$ cat src/rtl/rv32_pkg.sv
// ---------------------------------------------------------------------------
// rv32_pkg
// Shared RV32I definitions for the issue-stage scoreboard.
//   XLEN / REG_W  : datapath and register-index widths
//   OPC_*         : base opcodes the scoreboard understands
//   opUseT        : which operand fields an opcode actually uses
//   decodeUse()   : maps an opcode to its operand usage
// ---------------------------------------------------------------------------
package rv32_pkg;

    localparam int XLEN  = 32;
    localparam int REG_W = 5;

    localparam logic [6:0] OPC_LUI    = 7'b0110111;
    localparam logic [6:0] OPC_AUIPC  = 7'b0010111;
    localparam logic [6:0] OPC_JAL    = 7'b1101111;
    localparam logic [6:0] OPC_JALR   = 7'b1100111;
    localparam logic [6:0] OPC_LOAD   = 7'b0000011;
    localparam logic [6:0] OPC_OPIMM  = 7'b0010011;
    localparam logic [6:0] OPC_BRANCH = 7'b1100011;
    localparam logic [6:0] OPC_STORE  = 7'b0100011;
    localparam logic [6:0] OPC_OP     = 7'b0110011;

    typedef struct packed {
        logic usesRs1;
        logic usesRs2;
        logic writesRd;
    } opUseT;

    // Unknown opcodes use nothing, so they never stall and never reserve a register.
    function automatic opUseT decodeUse(input logic [6:0] opc);
        opUseT u;
        u = '0;
        case (opc)
            OPC_LUI, OPC_AUIPC, OPC_JAL:   u = '{usesRs1: 1'b0, usesRs2: 1'b0, writesRd: 1'b1};
            OPC_JALR, OPC_LOAD, OPC_OPIMM: u = '{usesRs1: 1'b1, usesRs2: 1'b0, writesRd: 1'b1};
            OPC_BRANCH, OPC_STORE:         u = '{usesRs1: 1'b1, usesRs2: 1'b1, writesRd: 1'b0};
            OPC_OP:                        u = '{usesRs1: 1'b1, usesRs2: 1'b1, writesRd: 1'b1};
            default:                       u = '0;
        endcase
        return u;
    endfunction

endpackage

$ cat src/rtl/ins_field_dec.sv
// ---------------------------------------------------------------------------
// ins_field_dec
// Purely combinational field extractor for the issue stage.
//   i_ins       : RV32I instruction word
//   o_rs1/o_rs2 : source register indices (always extracted)
//   o_rd        : destination register index (always extracted)
//   o_usesRs1   : opcode reads rs1
//   o_usesRs2   : opcode reads rs2
//   o_hasRd     : opcode writes a real destination (rd == x0 does not count)
// ---------------------------------------------------------------------------
module ins_field_dec
    import rv32_pkg::*;
(
    input  logic [XLEN-1:0]  i_ins,
    output logic [REG_W-1:0] o_rs1,
    output logic [REG_W-1:0] o_rs2,
    output logic [REG_W-1:0] o_rd,
    output logic             o_usesRs1,
    output logic             o_usesRs2,
    output logic             o_hasRd
);

    opUseT w_use;
    logic  w_unusedBits;

    assign o_rs1 = i_ins[19:15];
    assign o_rs2 = i_ins[24:20];
    assign o_rd  = i_ins[11:7];

    assign w_use = decodeUse(i_ins[6:0]);

    assign o_usesRs1 = w_use.usesRs1;
    assign o_usesRs2 = w_use.usesRs2;
    // Writes to x0 are discarded by the register file, so they never need a reservation.
    assign o_hasRd   = w_use.writesRd & (i_ins[11:7] != '0);

    // funct3/funct7 do not affect operand usage.
    assign w_unusedBits = ^{i_ins[31:25], i_ins[14:12]};

endmodule

$ cat src/rtl/reg_scoreboard.sv
// ---------------------------------------------------------------------------
// reg_scoreboard
// Issue-stage hazard controller: tracks one busy bit per architectural
// register and holds the incoming instruction until its sources and
// destination are free and the outstanding-write budget allows it.
//   clk, rst_n          : clock, asynchronous active-low reset
//   ins_valid/ins_dec_in: instruction offered by decode
//   ins_ready           : instruction may issue this cycle (combinational)
//   rs1/rs2/rd          : decoded register fields (combinational)
//   wb_valid/wb_rd      : writeback completing this cycle
//   flush               : synchronous clear of all pending writes
//   busy_mask/pend_cnt  : registered reservation state
//   stall_cnt           : saturating count of stalled valid cycles
//   wb_err              : sticky flag for writebacks with no reservation
// ---------------------------------------------------------------------------
module reg_scoreboard
    import rv32_pkg::*;
#(
    parameter int MAX_PENDING = 8,
    parameter bit WB_BYPASS   = 1'b1
) (
    input  logic             clk,
    input  logic             rst_n,
    input  logic             ins_valid,
    input  logic [XLEN-1:0]  ins_dec_in,
    output logic             ins_ready,
    output logic [REG_W-1:0] rs1,
    output logic [REG_W-1:0] rs2,
    output logic [REG_W-1:0] rd,
    input  logic             wb_valid,
    input  logic [REG_W-1:0] wb_rd,
    input  logic             flush,
    output logic [XLEN-1:0]  busy_mask,
    output logic [4:0]       pend_cnt,
    output logic [15:0]      stall_cnt,
    output logic             wb_err
);

    logic [XLEN-1:0] r_busyMask;
    logic [4:0]      r_pendCnt;
    logic [15:0]     r_stallCnt;
    logic            r_wbErr;

    logic            w_usesRs1;
    logic            w_usesRs2;
    logic            w_hasRd;
    logic [XLEN-1:0] w_bypassMask;
    logic [XLEN-1:0] w_effBusy;
    logic            w_wbHit;
    logic            w_full;
    logic            w_hazard;
    logic            w_issue;
    logic [XLEN-1:0] w_busyNext;
    logic [4:0]      w_pendNext;

    ins_field_dec u_dec (
        .i_ins     (ins_dec_in),
        .o_rs1     (rs1),
        .o_rs2     (rs2),
        .o_rd      (rd),
        .o_usesRs1 (w_usesRs1),
        .o_usesRs2 (w_usesRs2),
        .o_hasRd   (w_hasRd)
    );

    // A writeback landing this cycle can hide its register from the hazard check.
    assign w_bypassMask = (WB_BYPASS && wb_valid) ? (32'h1 << wb_rd) : '0;
    assign w_effBusy    = r_busyMask & ~w_bypassMask;

    // Only a writeback that matches a reservation retires a pending write.
    assign w_wbHit = wb_valid & (wb_rd != '0) & r_busyMask[wb_rd];
    assign w_full  = (r_pendCnt == 5'(MAX_PENDING));

    // RAW on either source, WAW on the destination, or no room for another reservation.
    assign w_hazard = (w_usesRs1 & w_effBusy[rs1])
                    | (w_usesRs2 & w_effBusy[rs2])
                    | (w_hasRd   & w_effBusy[rd])
                    | (w_hasRd   & w_full & ~w_wbHit);

    assign ins_ready = ~w_hazard & ~flush;
    assign w_issue   = ins_valid & ins_ready & w_hasRd;

    // Clear for the writeback first so an issue to the same register re-reserves it.
    always_comb begin
        w_busyNext = r_busyMask;
        if (w_wbHit) begin
            w_busyNext[wb_rd] = 1'b0;
        end
        if (w_issue) begin
            w_busyNext[rd] = 1'b1;
        end
        w_busyNext[0] = 1'b0;
        if (flush) begin
            w_busyNext = '0;
        end
    end

    // An issue and a retire in the same cycle cancel out in the count.
    always_comb begin
        w_pendNext = r_pendCnt;
        case ({w_issue, w_wbHit})
            2'b10:   w_pendNext = r_pendCnt + 5'd1;
            2'b01:   w_pendNext = r_pendCnt - 5'd1;
            default: w_pendNext = r_pendCnt;
        endcase
        if (flush) begin
            w_pendNext = '0;
        end
    end

    // Reservation state.
    always_ff @(posedge clk or negedge rst_n) begin
        if (!rst_n) begin
            r_busyMask <= '0;
            r_pendCnt  <= '0;
        end else begin
            r_busyMask <= w_busyNext;
            r_pendCnt  <= w_pendNext;
        end
    end

    // Stall statistics and writeback error flag survive a flush; only reset clears them.
    always_ff @(posedge clk or negedge rst_n) begin
        if (!rst_n) begin
            r_stallCnt <= '0;
            r_wbErr    <= 1'b0;
        end else begin
            if (ins_valid && !ins_ready && (r_stallCnt != 16'hFFFF)) begin
                r_stallCnt <= r_stallCnt + 16'd1;
            end
            if (wb_valid && !flush && !w_wbHit) begin
                r_wbErr <= 1'b1;
            end
        end
    end

    assign busy_mask = r_busyMask;
    assign pend_cnt  = r_pendCnt;
    assign stall_cnt = r_stallCnt;
    assign wb_err    = r_wbErr;

endmodule

$ cat config.mk
export PLATFORM = sky130hd
export DESIGN_NAME = reg_scoreboard
export DESIGN_NICKNAME = d
export VERILOG_FILES = /design/src/rtl/rv32_pkg.sv /design/src/rtl/ins_field_dec.sv /design/src/rtl/reg_scoreboard.sv
export SDC_FILE = /design/constraint.sdc
export NUM_CORES = 1
export LEC_CHECK = 0
export BUFFER_PORTS_ARGS = -buffer_cell sky130_fd_sc_hd__buf_2
export CAP_MARGIN = 0
export CORE_MARGIN = 3
export CORE_UTILIZATION = 50
export DETAILED_ROUTE_END_ITERATION = 10
export PLACE_DENSITY = 0.75
export SLEW_MARGIN = 20
export SYNTH_ARGS = -nofsm -noshare
export SYNTH_HDL_FRONTEND = slang
export SYNTH_SLANG_ARGS = --single-unit
$ cat constraint.sdc
create_clock -name clk -period 4.59 [get_ports clk]
set_input_delay 0.459 -clock clk [delete_from_list [all_inputs] [get_ports clk]]
set_output_delay 0.459 -clock clk [all_outputs]
set_load 0.01 [all_outputs]
==> results.toml, run 1 <==
[run_status]
run_status = "finished, final reports clean"

[setup_path]
cpPeakStageDelay_ns = 0.48
path_cells = "buf_2 -> nand2b_1 -> o21ai_0 -> mux2i_1 -> a311o_1 -> o311ai_2 -> and3_1 -> a21o_4 -> inv_2 -> ha_1 -> nor2b_1 -> o21ai_0 -> nand2b_1 -> nor2_1 -> o21ai_0 -> and3b_1 -> nor3_1"
crit_start = "wb_rd[0]"
crit_family = "compound AO/OA/AOI/OAI gates"
endpoint = "pend_cnt[4]"
r2r-end = "pend_cnt[4]"
critPathBufInv = 2
crit_path_start_kind = "input port"
required_ns = 4.83
reg2regPathDepth = 16
cp.depth = 17
arrival_ns = 4.17
crit_type = "input port to register"
cp_slowest_cell = "nand2b_1"
crit_path_frequent_cell = "o21ai_0"
r2r_start = "busy_mask[29]"
end_kind = "register"
r2r_slack_ns = 0.85
critPathMaxFanout = 18

[power_and_ir_drop]
intPower_uw = 719
leakagePower_nw = 2.22
irDropWorstVdd_mv = 0.117
power_frac_seq = 0.478
pwr-share-comb = 0.258
p_clk_frac = 0.264
p_sw_uw = 398
power_density_nw_per_um2 = 218
swShare = 0.356

[logic_synthesis]
yosysMostFrequentCell = "dfrtp_1"
ys_async_sr_fraction = 1.00
ys_seq_area_frac = 0.285
synthTopCellsByArea = "dfrtp_1, mux2i_1, o21ai_0"
synth_common_cells = "dfrtp_1, o21ai_0, nand2_1"
synth_top_area_frac = 0.285
synth_top_flop_cell = "dfrtp_1"
ys_ff_latch = 53
synth_top_area_cell = "dfrtp_1"
synth_cell_types = 78
synth_area_per_cell_um2 = 8.60
yosysWarnings = 0
synth_fp_nets = 588
synth-edff-count = 0
syn_area_um2 = 4650
synthCells = 541

[cts]
htreeDepth = 2
cts_setup_buffers = 0
root_buffer = "clkbuf_8"
numCtsBuffers = 5
cts.sinks = 53
cts_tree = "built"
clock_path_buffers = 2
clk_pin_slew_ns = 0.11
clk_latency_ns = 0.32
cts_hold_buf = 0
cts_resized = 0

[global_route]
use_met1 = 0.416
grt_antenna_before_repair = 0
met2_usage = 0.449
grt.busiest_layer = "met2"
grt_pass1_vias = 4537
grt_pass1_wl_um = 24200
grt_usage = 0.297
grt_overflow = 0
grt_max_degree = 54
grtUsageMet3 = 0.0724

[sta]
period_needed_ns = 3.93
drv_slew = 0
max-slew-margin-rel = 0.452
clock.fmax_mhz = 254
period_share = 0.857
finClkSkew_ns = 0.00965
hold_violations = 0
rsz0062_at_grt = "no"
setup_tns_ns = 0
finalSetupViolCount = 0
tightest_slew_ns = 0.801

[routing]
drt_iter0_drc = 431
routed_wirelength_um = 15500
post-route-drc-count = 0
wl_per_cell_um = 21.9
ant_nets = 0
post_drt_via_cell_ratio = 6.81
vias = 4818
first_pass_iters = 5

[layout]
layout-drive-gt1-share = 0.253
regArea_um2 = 1330
area_delta_synth_final_pct = 9.97
multiInputGateArea_um2 = 2920
fin_area_um2 = 5120
nFillCells = 822
layout.nets = 646
insertedDiodeCount = 0

[floorplan]
row_count = 34
pin_count = 112
die_h_um = 102
die-area_um2 = 10500
die_w_um = 102
fp.coreArea_um2 = 8890
initial_core_util = 0.524

[placement]
place.gp.congestion = 0.970
io_buffers = 100
dp.final_hpwl_um = 11400
placed_area_um2 = 5020

[min_path]
hp-class = "input port to asynchronous set/reset pin"

[run]
drv_cap = 0
==> flip-flops by register name, indices dropped and copies added (netlist names) <==
register	cells
busy_mask	31
stall_cnt	16
pend_cnt	5
wb_err	1
==> routing by layer <==
metal	vias up	part of all wire
met2	328	0.45
met1	2290	0.41
met5	-	0
met3	46	0.11
met4	0	0.031
li1	2154	-
==> worst min path at each step <==
stage / endpoint / slack (ns) / cells after the start / start
floorplan: busy_mask[10] / 0.16 / 0 / rst_n
global placement: wb_err / 0.46 / 1 / wb_err
detailed placement: wb_err / 0.47 / 1 / wb_err
CTS: pend_cnt[0] / 0.28 / 2 / rst_n
global route: pend_cnt[0] / 0.30 / 2 / rst_n
finish: wb_err / 0.24 / 2 / rst_n
==> cell families after synthesis <==
family / after synthesis / synth area share
other cells: 1 / 0.000806
flops: 53 / 0.285
xor+xnor: 23 / 0.0433
compound gates: 158 / 0.237
simple gates: 178 / 0.215
mux: 44 / 0.116
buf+inv: 79 / 0.0876
fa+ha+maj: 5 / 0.0151
==> power groups by stage <==
stage | sequential [mW] | clock (mW) | combinational (mW)
4_1_cts | 0.534 | 0.296 | 0.286
3_3_place_gp | 0.543 | 0 | 0.277
5_1_grt | 0.539 | 0.322 | 0.318
3_5_place_dp | 0.542 | 0 | 0.285
6_report | 0.534 | 0.295 | 0.288
2_1_floorplan | 0.552 | 0 | 0.177
==> cell type report <==
type | count | share of cell area
Clock buffer | 5 | 0.0134
Clock inverter | 3 | 0.00562
Inverter | 23 | 0.0169
Multi-Input combinational cell | 409 | 0.571
Sequential cell | 53 | 0.259
Tap cell | 108 | 0.0264
Timing Repair Buffer | 107 | 0.108
==> layout by cell type (no fill, tap or decap), drive strengths merged, types with 5 or more instances in the layout <==
| cell | Yosys | final |
|---|---|---|
| buf | 39 | 107 |
| dfrtp | 53 | 53 |
| o21ai | 42 | 42 |
| nand3 | 30 | 30 |
| nand2 | 28 | 28 |
| nor2 | 28 | 28 |
| mux2i | 26 | 26 |
| a21oi | 25 | 25 |
| inv | 23 | 25 |
| nor3 | 20 | 20 |
| o211ai | 18 | 18 |
| o22ai | 16 | 16 |
| xor2 | 13 | 13 |
| mux2 | 11 | 11 |
| nand4 | 11 | 11 |
| o311ai | 11 | 11 |
| nand2b | 10 | 10 |
| xnor2 | 10 | 10 |
| and3 | 9 | 9 |
| mux4 | 7 | 7 |
| nor2b | 7 | 7 |
| a2111oi | 5 | 5 |
| nand3b | 5 | 5 |
| nand4b | 5 | 5 |
| clkbuf | 17 | 5 |
==> per-stage QoR <==
stage,setup slack (ns),utilization,power (mW),cells,hold slack [ns]
floorplan,1.00,-,0.730,541,0.163
global placement,0.504,0.565,0.819,700,0.461
detailed placement,0.426,0.565,0.828,700,0.466
CTS,0.745,0.576,1.12,708,0.285
global route,0.317,0.576,1.18,708,0.305
finish,0.659,0.576,1.12,708,0.238
Note: power is estimated with default switching activity, not from simulation.
==> inputs of run 2 (changes only) <==
--- a/config.mk
+++ b/config.mk
@@ -11,6 +11,7 @@
 export CORE_UTILIZATION = 50
 export DETAILED_ROUTE_END_ITERATION = 10
 export PLACE_DENSITY = 0.75
+export REMOVE_ABC_BUFFERS = 1
 export SLEW_MARGIN = 20
 export SYNTH_ARGS = -nofsm -noshare
 export SYNTH_HDL_FRONTEND = slang
==> run 2 against run 1 <==
  * Routed wire length decreased by 1.6%
  * Largest cell class unchanged
  * Hold slack improved by 0.021 ns
  * Worst setup slack got worse by 0.041 ns
  * Global-route usage decreased by 0.54 points
  * Sequential power about the same
  * Maximum frequency decreased by 1.0%
  * Clock-buffer cell count unchanged
  * Register-to-register slack about the same
  * Largest power group unchanged
  * First-iteration DRC count increased by 19%
  * Non-clock buffer count increased by 4
  * Core utilization increased by 0.25 points
  * Flip-flop and latch count unchanged
==> results.toml, run 2 (synthesis results as in run 1) <==
[cts]
clk_latency_ns = 0.31
clk_pin_slew_ns = 0.10
cts.sinks = 53
htreeDepth = 2
clock_path_buffers = 2
cts_tree = "built"
cts_hold_buf = 0
cts_setup_buffers = 0
root_buffer = "clkbuf_8"
cts_resized = 0
numCtsBuffers = 5

[power_and_ir_drop]
irDropWorstVdd_mv = 0.185
power_density_nw_per_um2 = 213
power_frac_seq = 0.487
pwr-share-comb = 0.264
swShare = 0.348
p_clk_frac = 0.249
power_mw = 1.10
leakagePower_nw = 2.23
intPower_uw = 714
p_sw_uw = 381

[layout]
layout.nets = 650
nFillCells = 814
largest_reg_flops = 31
multiInputGateArea_um2 = 2920
layout_commonest_cell = "buf_2"
area_delta_synth_final_pct = 10.5
final_core_util = 0.578
insertedDiodeCount = 0
final_cell_mix = "buf_2, dfrtp_1, o21ai_0"
layout-drive-gt1-share = 0.258
regArea_um2 = 1330

[routing]
ant_nets = 0
first_pass_iters = 7
routed_wirelength_um = 15300
post-route-drc-count = 0
post_drt_via_cell_ratio = 6.83
drt_iter0_drc = 514
vias = 4866
wl_per_cell_um = 21.5

[placement]
place_ws_ns = 0.358
dp.final_hpwl_um = 11300
io_buffers = 100
place.gp.congestion = 0.954

[floorplan]
row_count = 34
die_w_um = 102
die-area_um2 = 10500
die_h_um = 102
initial_core_util = 0.524
fp.coreArea_um2 = 8890
pin_count = 112

[setup_path]
arrival_ns = 4.20
critPathMaxFanout = 20
crit_path_frequent_cell = "o21ai_0"
required_ns = 4.82
path_cells = "buf_2 -> nand2_1 -> o21ai_0 -> mux2i_1 -> a311o_1 -> o311ai_2 -> and3_1 -> a21o_4 -> inv_2 -> ha_1 -> nor2b_1 -> o21ai_0 -> nand2b_1 -> nor2_1 -> o21ai_0 -> and3b_1 -> nor3_1"
end_kind = "register"
cp_slowest_cell = "buf_2"
crit_path_start_kind = "input port"
cpPeakStageDelay_ns = 0.42
crit_type = "input port to register"

[sta]
clock.fmax_mhz = 252
finalSetupViolCount = 0
tightest_slew_ns = 0.737
hold_violations = 0
period_share = 0.865
max-slew-margin-rel = 0.507
finClkSkew_ns = 0.00520
rsz0062_at_grt = "no"
fin_ws_ns = 0.618
period_needed_ns = 3.97
whs_ns = 0.259
setup_tns_ns = 0
drv_slew = 0

[global_route]
grt_overflow = 0
grt_max_degree = 54
grt_usage = 0.291
grt_pass1_wl_um = 24000
grt_antenna_before_repair = 0
grt_pass1_vias = 4461

[min_path]
hp-class = "input port to asynchronous set/reset pin"

[run]
drv_cap = 0

[run_status]
run_status = "finished, final reports clean"
==> run 2: stage by stage <==
step                      instance area, um^2  cells
after floorplan                          4330    485
after global placement                   5050    704
after detailed placement                 5050    704
after CTS                                5140    712
after global routing                     5140    712
final                                    5140    712
==> run 2: worst max-delay path, delay by kind of cell <==
| family | cells | cell delay [ns] |
|---|---|---|
| compound gates | 6 | 1.42 |
| simple gates | 7 | 1.36 |
| buf+inv | 2 | 0.50 |
| fa+ha+maj | 1 | 0.33 |
| mux | 1 | 0.11 |
==> run 2: area by class of cell <==
type | instances | area share
clock buffers | 5 | 0.0134
clock inverters | 3 | 0.00414
inverters | 23 | 0.0168
multi-input cells | 409 | 0.568
flip-flops and latches | 53 | 0.258
well taps | 108 | 0.0263
repair buffers | 111 | 0.113
==> run 2: worst paths after layout <==
kind,startpoint,to,slack [ns],depth (start not counted)
hold reg to reg,stall_cnt[10],stall_cnt[10],0.48,1
max in group asynchronous,rst_n,busy_mask[23],3.88,2
min in group clk,stall_cnt[10],stall_cnt[10],0.48,1
setup reg to reg,busy_mask[17],pend_cnt[4],0.85,16
setup / recovery,wb_rd[1],pend_cnt[4],0.62,17
hold / removal,rst_n,stall_cnt[14],0.26,2
==> run 2: power by group through the flow <==
stage          clock network (mW)  registers (mW)  logic, mW
3_5_place_dp                    0           0.542      0.285
5_1_grt                     0.294           0.541      0.316
3_3_place_gp                    0           0.541      0.279
2_1_floorplan                   0           0.552      0.125
6_report                    0.272           0.533      0.290
4_1_cts                     0.277           0.533      0.287
==> run 2: metal layers <==
| layer | global-route usage | up-vias | share of wire |
|---|---|---|---|
| li1 | - | 2163 | - |
| met1 | 0.410 | 2332 | 0.41 |
| met2 | 0.468 | 312 | 0.46 |
| met3 | 0.0362 | 59 | 0.10 |
| met4 | 0.0928 | 0 | 0.033 |
| met5 | 0 | - | 0 |
